===== src/rtl/i2s_rx.sv =====
`default_nettype none
// ============================================================================
// Module   : i2s_rx
// Brief    : I2S receiver; oversamples sck/lrck/sdin on clk, emits L/R pairs
//            on a single-stage valid/ready port with an overrun pulse.
// Revision : 1.0 - initial release
// ============================================================================
module i2s_rx #(
    parameter int WIDTH = 16
) (
    input  logic             clk,
    input  logic             rst,
    input  logic             sck,
    input  logic             lrck,
    input  logic             sdin,
    output logic [WIDTH-1:0] left,
    output logic [WIDTH-1:0] right,
    output logic             valid,
    input  logic             ready,
    output logic             overrun
);

    localparam int                c_cntw = $clog2(WIDTH + 1);
    localparam logic [c_cntw-1:0] c_full = c_cntw'(WIDTH);
    localparam logic [c_cntw-1:0] c_one  = c_cntw'(1);

    typedef enum logic [1:0] {
        HUNT  = 2'd0,
        LEFT  = 2'd1,
        RIGHT = 2'd2
    } state_t;

    state_t            r_state;
    state_t            w_state_nxt;

    logic              r_sck_s1, r_sck_s2, r_sck_h;
    logic              r_lr_s1, r_lr_s2, r_lr_prev;
    logic              r_sd_s1, r_sd_s2;
    logic [c_cntw-1:0] r_cnt;
    logic [c_cntw-1:0] w_cnt_nxt;
    logic [WIDTH-1:0]  r_shift;
    logic [WIDTH-1:0]  w_shift_nxt;
    logic [WIDTH-1:0]  w_word;
    logic [WIDTH-1:0]  r_hold_l;
    logic [WIDTH-1:0]  r_hold_r;
    logic              r_pend;
    logic              w_rise;
    logic              w_lr_up;
    logic              w_lr_dn;
    logic              w_close_l;
    logic              w_close_r;

    // Equal depth on all three inputs keeps lrck/sdin aligned with the sck edge.
    always_ff @(posedge clk or posedge rst) begin
        if (rst) begin
            r_sck_s1 <= 1'b0;
            r_sck_s2 <= 1'b0;
            r_sck_h  <= 1'b0;
            r_lr_s1  <= 1'b0;
            r_lr_s2  <= 1'b0;
            r_sd_s1  <= 1'b0;
            r_sd_s2  <= 1'b0;
        end else begin
            r_sck_s1 <= sck;
            r_sck_s2 <= r_sck_s1;
            r_sck_h  <= r_sck_s2;
            r_lr_s1  <= lrck;
            r_lr_s2  <= r_lr_s1;
            r_sd_s1  <= sdin;
            r_sd_s2  <= r_sd_s1;
        end
    end

    assign w_rise  = r_sck_s2 & ~r_sck_h;
    assign w_lr_up = w_rise & r_lr_s2 & ~r_lr_prev;
    assign w_lr_dn = w_rise & ~r_lr_s2 & r_lr_prev;

    // The bit on a closing edge is the old channel's LSB, so the closed word
    // includes it; short words are left-justified.
    always_comb begin
        w_shift_nxt = r_shift;
        w_cnt_nxt   = r_cnt;
        if (r_cnt < c_full) begin
            w_shift_nxt = {r_shift[WIDTH-2:0], r_sd_s2};
            w_cnt_nxt   = r_cnt + c_one;
        end
        w_word = w_shift_nxt << (c_full - w_cnt_nxt);
    end

    always_comb begin
        w_state_nxt = r_state;
        w_close_l   = 1'b0;
        w_close_r   = 1'b0;
        case (r_state)
            HUNT: begin
                if (w_lr_dn) w_state_nxt = LEFT;
            end
            LEFT: begin
                if (w_lr_up) begin
                    w_close_l   = 1'b1;
                    w_state_nxt = RIGHT;
                end
            end
            RIGHT: begin
                if (w_lr_dn) begin
                    w_close_r   = 1'b1;
                    w_state_nxt = LEFT;
                end
            end
            default: w_state_nxt = HUNT;
        endcase
    end

    always_ff @(posedge clk or posedge rst) begin
        if (rst) begin
            r_state   <= HUNT;
            r_lr_prev <= 1'b0;
            r_cnt     <= '0;
            r_shift   <= '0;
            r_hold_l  <= '0;
            r_hold_r  <= '0;
            r_pend    <= 1'b0;
        end else begin
            r_state <= w_state_nxt;
            r_pend  <= w_close_r;
            if (w_rise) begin
                r_lr_prev <= r_lr_s2;
                if (w_lr_up || w_lr_dn) begin
                    r_cnt   <= '0;
                    r_shift <= '0;
                end else begin
                    r_cnt   <= w_cnt_nxt;
                    r_shift <= w_shift_nxt;
                end
            end
            if (w_close_l) r_hold_l <= w_word;
            if (w_close_r) r_hold_r <= w_word;
        end
    end

    // Single output stage: a new pair only loads if the old one is gone or
    // being taken this cycle; otherwise it is dropped and flagged.
    always_ff @(posedge clk or posedge rst) begin
        if (rst) begin
            left    <= '0;
            right   <= '0;
            valid   <= 1'b0;
            overrun <= 1'b0;
        end else begin
            overrun <= 1'b0;
            if (r_pend) begin
                if (!valid || ready) begin
                    left  <= r_hold_l;
                    right <= r_hold_r;
                    valid <= 1'b1;
                end else begin
                    overrun <= 1'b1;
                end
            end else if (ready) begin
                valid <= 1'b0;
            end
        end
    end

endmodule
`default_nettype wire


===== config.mk =====
export PLATFORM = sky130hd
export DESIGN_NAME = i2s_rx
export DESIGN_NICKNAME = d
export VERILOG_FILES = /design/src/rtl/i2s_rx.sv
export SDC_FILE = /design/constraint.sdc
export NUM_CORES = 1
export LEC_CHECK = 0
export CORE_ASPECT_RATIO = 2
export CORE_MARGIN = 5
export CORE_UTILIZATION = 52
export DETAILED_ROUTE_END_ITERATION = 10
export PLACE_DENSITY = 0.76
export SYNTH_ARGS = -nofsm -noshare
export SYNTH_HDL_FRONTEND = slang
export SYNTH_SLANG_ARGS = --single-unit

===== constraint.sdc =====
create_clock -name clk -period 3.25 [get_ports clk]
set_clock_uncertainty 0.2 [all_clocks]
set_input_delay 0.325 -clock clk [delete_from_list [all_inputs] [get_ports clk]]
set_output_delay 0.325 -clock clk [all_outputs]
set_load 0.005 [all_outputs]

==> reports/qor.yml <==
placed_design:
  hpwl_um: 7940
  port_buffers: 39
  cell_area_reported_after_detailed_placement_um2: 5360
  pre_cts_ws_ns: 0.379
  number_of_placed_instances_with_taps_included: 568
  finalWeightedCongestion: 0.906
setup_path:
  timing.critical_path.to: "r_hold_l[10]"
  worst_setup_startpoint: "r_cnt[0]"
  timing.reg2reg.worst_path_depth: 8
  critical_path_required_ns: 3.33
  arrival_ns: 2.99
  reg2reg_slack_ns: 0.35
  worstSetupStartpointType: "flip-flop"
  timing.rr.start: "r_cnt[0]"
  nature_of_the_critical_path_endpoint: "flip-flop"
  crit_chain: "ha_1, nor2b_2, o21a_1, nor2_4, mux2_2, mux2_2, o22ai_1, mux2_2"
  worst_path_max_delay_cell: "dfrtp_1"
  crit_fanout: 14
  max_stage_delay_ns: 0.39
  crit_type: "flip-flop to flip-flop"
  worst_path_most_repeated_cell: "mux2_2"
  worst_r2r_endpoint: "r_hold_l[10]"
synthesis:
  share_of_the_yosys_chip_area_belonging_to_registers_pct: 50.5
  ys_ff_latch: 98
  synthDistinctLibCells: 63
  number_of_flops_mapped_to_enable_cells_by_yosys: 0
  mappedNetlistArea_um2: 4850
  synthesis.nets: 441
  fraction_of_registers_with_async_set_or_reset_after_synthesis_pct: 100
  ys_warn_count: 0
  synth.avg_cell_area_um2: 11.2
  dominantRegCellSynth: "dfrtp_1"
  synthCells: 434
floorplanning:
  chipWidth_um: 78.3
  floorplan.die_area_um2: 11500
  io-pin-count: 40
  initial_core_util_pct: 52.4
  die-height_um: 147
  rows: 50
  floorplan.core_area_um2: 9260
drt:
  highest-signal-layer: "met4"
  drt_drc_violations_left: 0
  met2RoutedLength_um: 5820
  routed_wl_um: 10500
  post_drt_via_cell_ratio: 5.94
  vias: 3471
  drt_iter0_drc: 205
  route.detailed.wl_per_inst_um: 17.9
  antenna_violating_nets_post_route: 0
  route.met3.wl_um: 319
  first_pass_iters: 4
  met1Wirelength_um: 3890
pwr:
  post-layout-total-power_mw: 3.21
  areal_power_density_over_the_cells_nw_per_um2: 567
  total_leakage_power_nw: 2.49
  worst_ir_drop_vdd_uv: 292
clock_network:
  total_clock_buffers_created_by_cts: 9
  clock-sinks: 98
  cts_tree: "yes"
  cts-htree-levels: 3
  number_of_gates_resized_after_cts: 0
  clk-insertion-delay-late_ns: 0.34
  max-clock-path-buffers: 2
  quantity_of_hold_fixing_buffers_added_after_cts: 0
  post_cts_buffers: 0
  clock_tree_root_buffer_cell: "clkbuf_16"
  clk_pin_slew_worst_paths_ns: 0.07
final_layout:
  final_core_util_pct: 61.1
  antenna_cells_inserted: 0
  area_growth_syn_to_fin_pct: 16.5
  final_cell_area_excluding_filler_cells_um2: 5650
  post_layout_nonfiller_instances: 584
  drive_above_1_share_pct: 22.3
  fin_nets: 482
timing:
  setup_repair_after_global_routing_missed_its_margin: "no"
  setup-tns-final_ns: 0
  setup_viol: 0
  portion_of_the_clock_cycle_consumed_by_the_worst_path_in_the_final_layout_pct: 89.3
  postLayoutSetupSlackWorst_ns: 0.346
  final_hold_viol_count: 0
  holdWs_ns: 0.144
  max_slew_margin_pct: 48.9
  timing.final.max_slew_violations: 0
  timing_worst_slew_pin_value_ns: 0.764
  max_freq_mhz: 344
  final.min_clock_period_ns: 2.90
global_route:
  grt_antenna_before_repair: 0
  grt_first_pass_wirelength_um: 17400
  track_usage_pct: 19.3
  first_global_vias: 3431
  grt_start_max_net_pins: 64
  gr-total-overflow: 0
job:
  maxCapViolations: 0
status:
  run_status: "finished, final reports clean"
hold_path:
  timing.hold.worst.class: "input port to asynchronous set/reset pin"
==> placed cells by master (no fill, tap or decap), types with 2 or more instances in the layout <==
cell type	netlist	layout
nor2b_1	3	3
o32ai_2	3	3
a22o_1	14	14
o41ai_1	2	2
mux2i_1	23	23
o21a_1	2	2
mux2_2	51	51
or3_1	5	5
inv_8	0	2
and2b_1	2	2
buf_4	1	12
o21ai_1	6	6
clkinv_4	0	4
nand2b_1	9	9
nor2_1	33	33
o211ai_1	3	3
dfrtp_1	98	98
nand3_1	5	5
nand2_1	48	48
a21oi_1	17	17
a22oi_1	2	2
clkdlybuf4s50_1	0	39
o32ai_1	2	2
inv_1	5	4
a31o_2	2	2
clkbuf_16	0	9
nor2_4	2	2
nor3_1	12	12
xnor2_1	4	4
xor2_1	2	2
o21ai_0	22	22
o31ai_1	4	4
==> state kept, by name, summed over array words and instances, names as in the netlist, 2 cells and up <==
register / count
left: 16
right: 16
r_hold_l: 16
r_shift: 16
r_cnt: 5
r_hold_r: 16
r_state: 2
==> cell type report <==
class	count	area, µm²
fillers	802	3610
flip-flops and latches	98	2450
multi-input cells	308	2250
repair buffers	52	500
clock buffers	10	239
well taps	104	130
clock inverters	6	57.6
inverters	6	25.0
==> cell families after synthesis <==
| group | Yosys count | share of synthesized area [%] |
|---|---|---|
| mux | 75 | 17.0 |
| simple gates | 132 | 13.7 |
| xor+xnor | 7 | 1.42 |
| fa+ha+maj | 1 | 0.258 |
| flops | 98 | 50.5 |
| buf+inv | 28 | 3.12 |
| compound gates | 93 | 14.0 |
==> critical path: cells and delay by family, from the launching register on <==
family,cells,cell delay [ns]
multiplexers,3,0.85
AND/OR/NAND/NOR,2,0.55
AO/OA/AOI/OAI,2,0.48
flip-flops,1,0.39
adder cells (fa/ha/maj),1,0.37
==> power by group <==
part	internal (mW)	leakage [nW]	switching [mW]
Clock	0.556	0.147	0.483
Combinational	0.318	1.00	0.500
Sequential	1.29	1.34	0.0585
Total	2.16	2.49	1.04
==> routing by layer <==
| layer | global-route usage [%] | vias up |
|---|---|---|
| li1 | - | 1640 |
| met1 | 20.6 | 1720 |
| met2 | 35.1 | 77 |
| met3 | 4.01 | 34 |
| met4 | 9.89 | 0 |
| met5 | 0 | - |
==> how the worst min path moves through the flow <==
stage	start	to	slack, ns	depth (start not counted)
2_1_floorplan	r_lr_s1	r_lr_s2	0.13	0
3_3_place_gp	r_sd_s1	r_sd_s2	0.13	0
3_5_place_dp	r_sd_s1	r_sd_s2	0.14	0
4_1_cts	rst	r_cnt[3]	0.15	2
5_1_grt	r_sd_s1	r_sd_s2	0.16	0
6_report	rst	r_state[1]	0.14	2
==> cell usage after synthesis, types with 2 or more instances <==
cell type,instances,area (µm²)
nor2b_1,3,18.8
buf_1,3,11.3
dfrtp_1,98,2450
o21ai_1,6,30.0
buf_6,5,56.3
o32ai_2,3,48.8
o211ai_1,3,22.5
nor3_1,12,60.1
mux2_2,51,574
and2b_1,2,15.0
nand2b_1,9,56.3
xnor2_1,4,35.0
a22oi_1,2,15.0
nor2_1,33,124
o21ai_0,22,110
mux2i_1,23,230
nand2_1,48,180
buf_2,4,20.0
or3_1,5,31.3
nand3_1,5,25.0
o41ai_1,2,17.5
o21a_1,2,15.0
o32ai_1,2,17.5
xor2_1,2,17.5
a22o_1,14,123
a31o_2,2,17.5
a21oi_1,17,85.1
nor2_4,2,22.5
o31ai_1,4,30.0
inv_1,5,18.8
clkbuf_1,9,33.8
No activity file was read; power rests on OpenSTA's default activity.
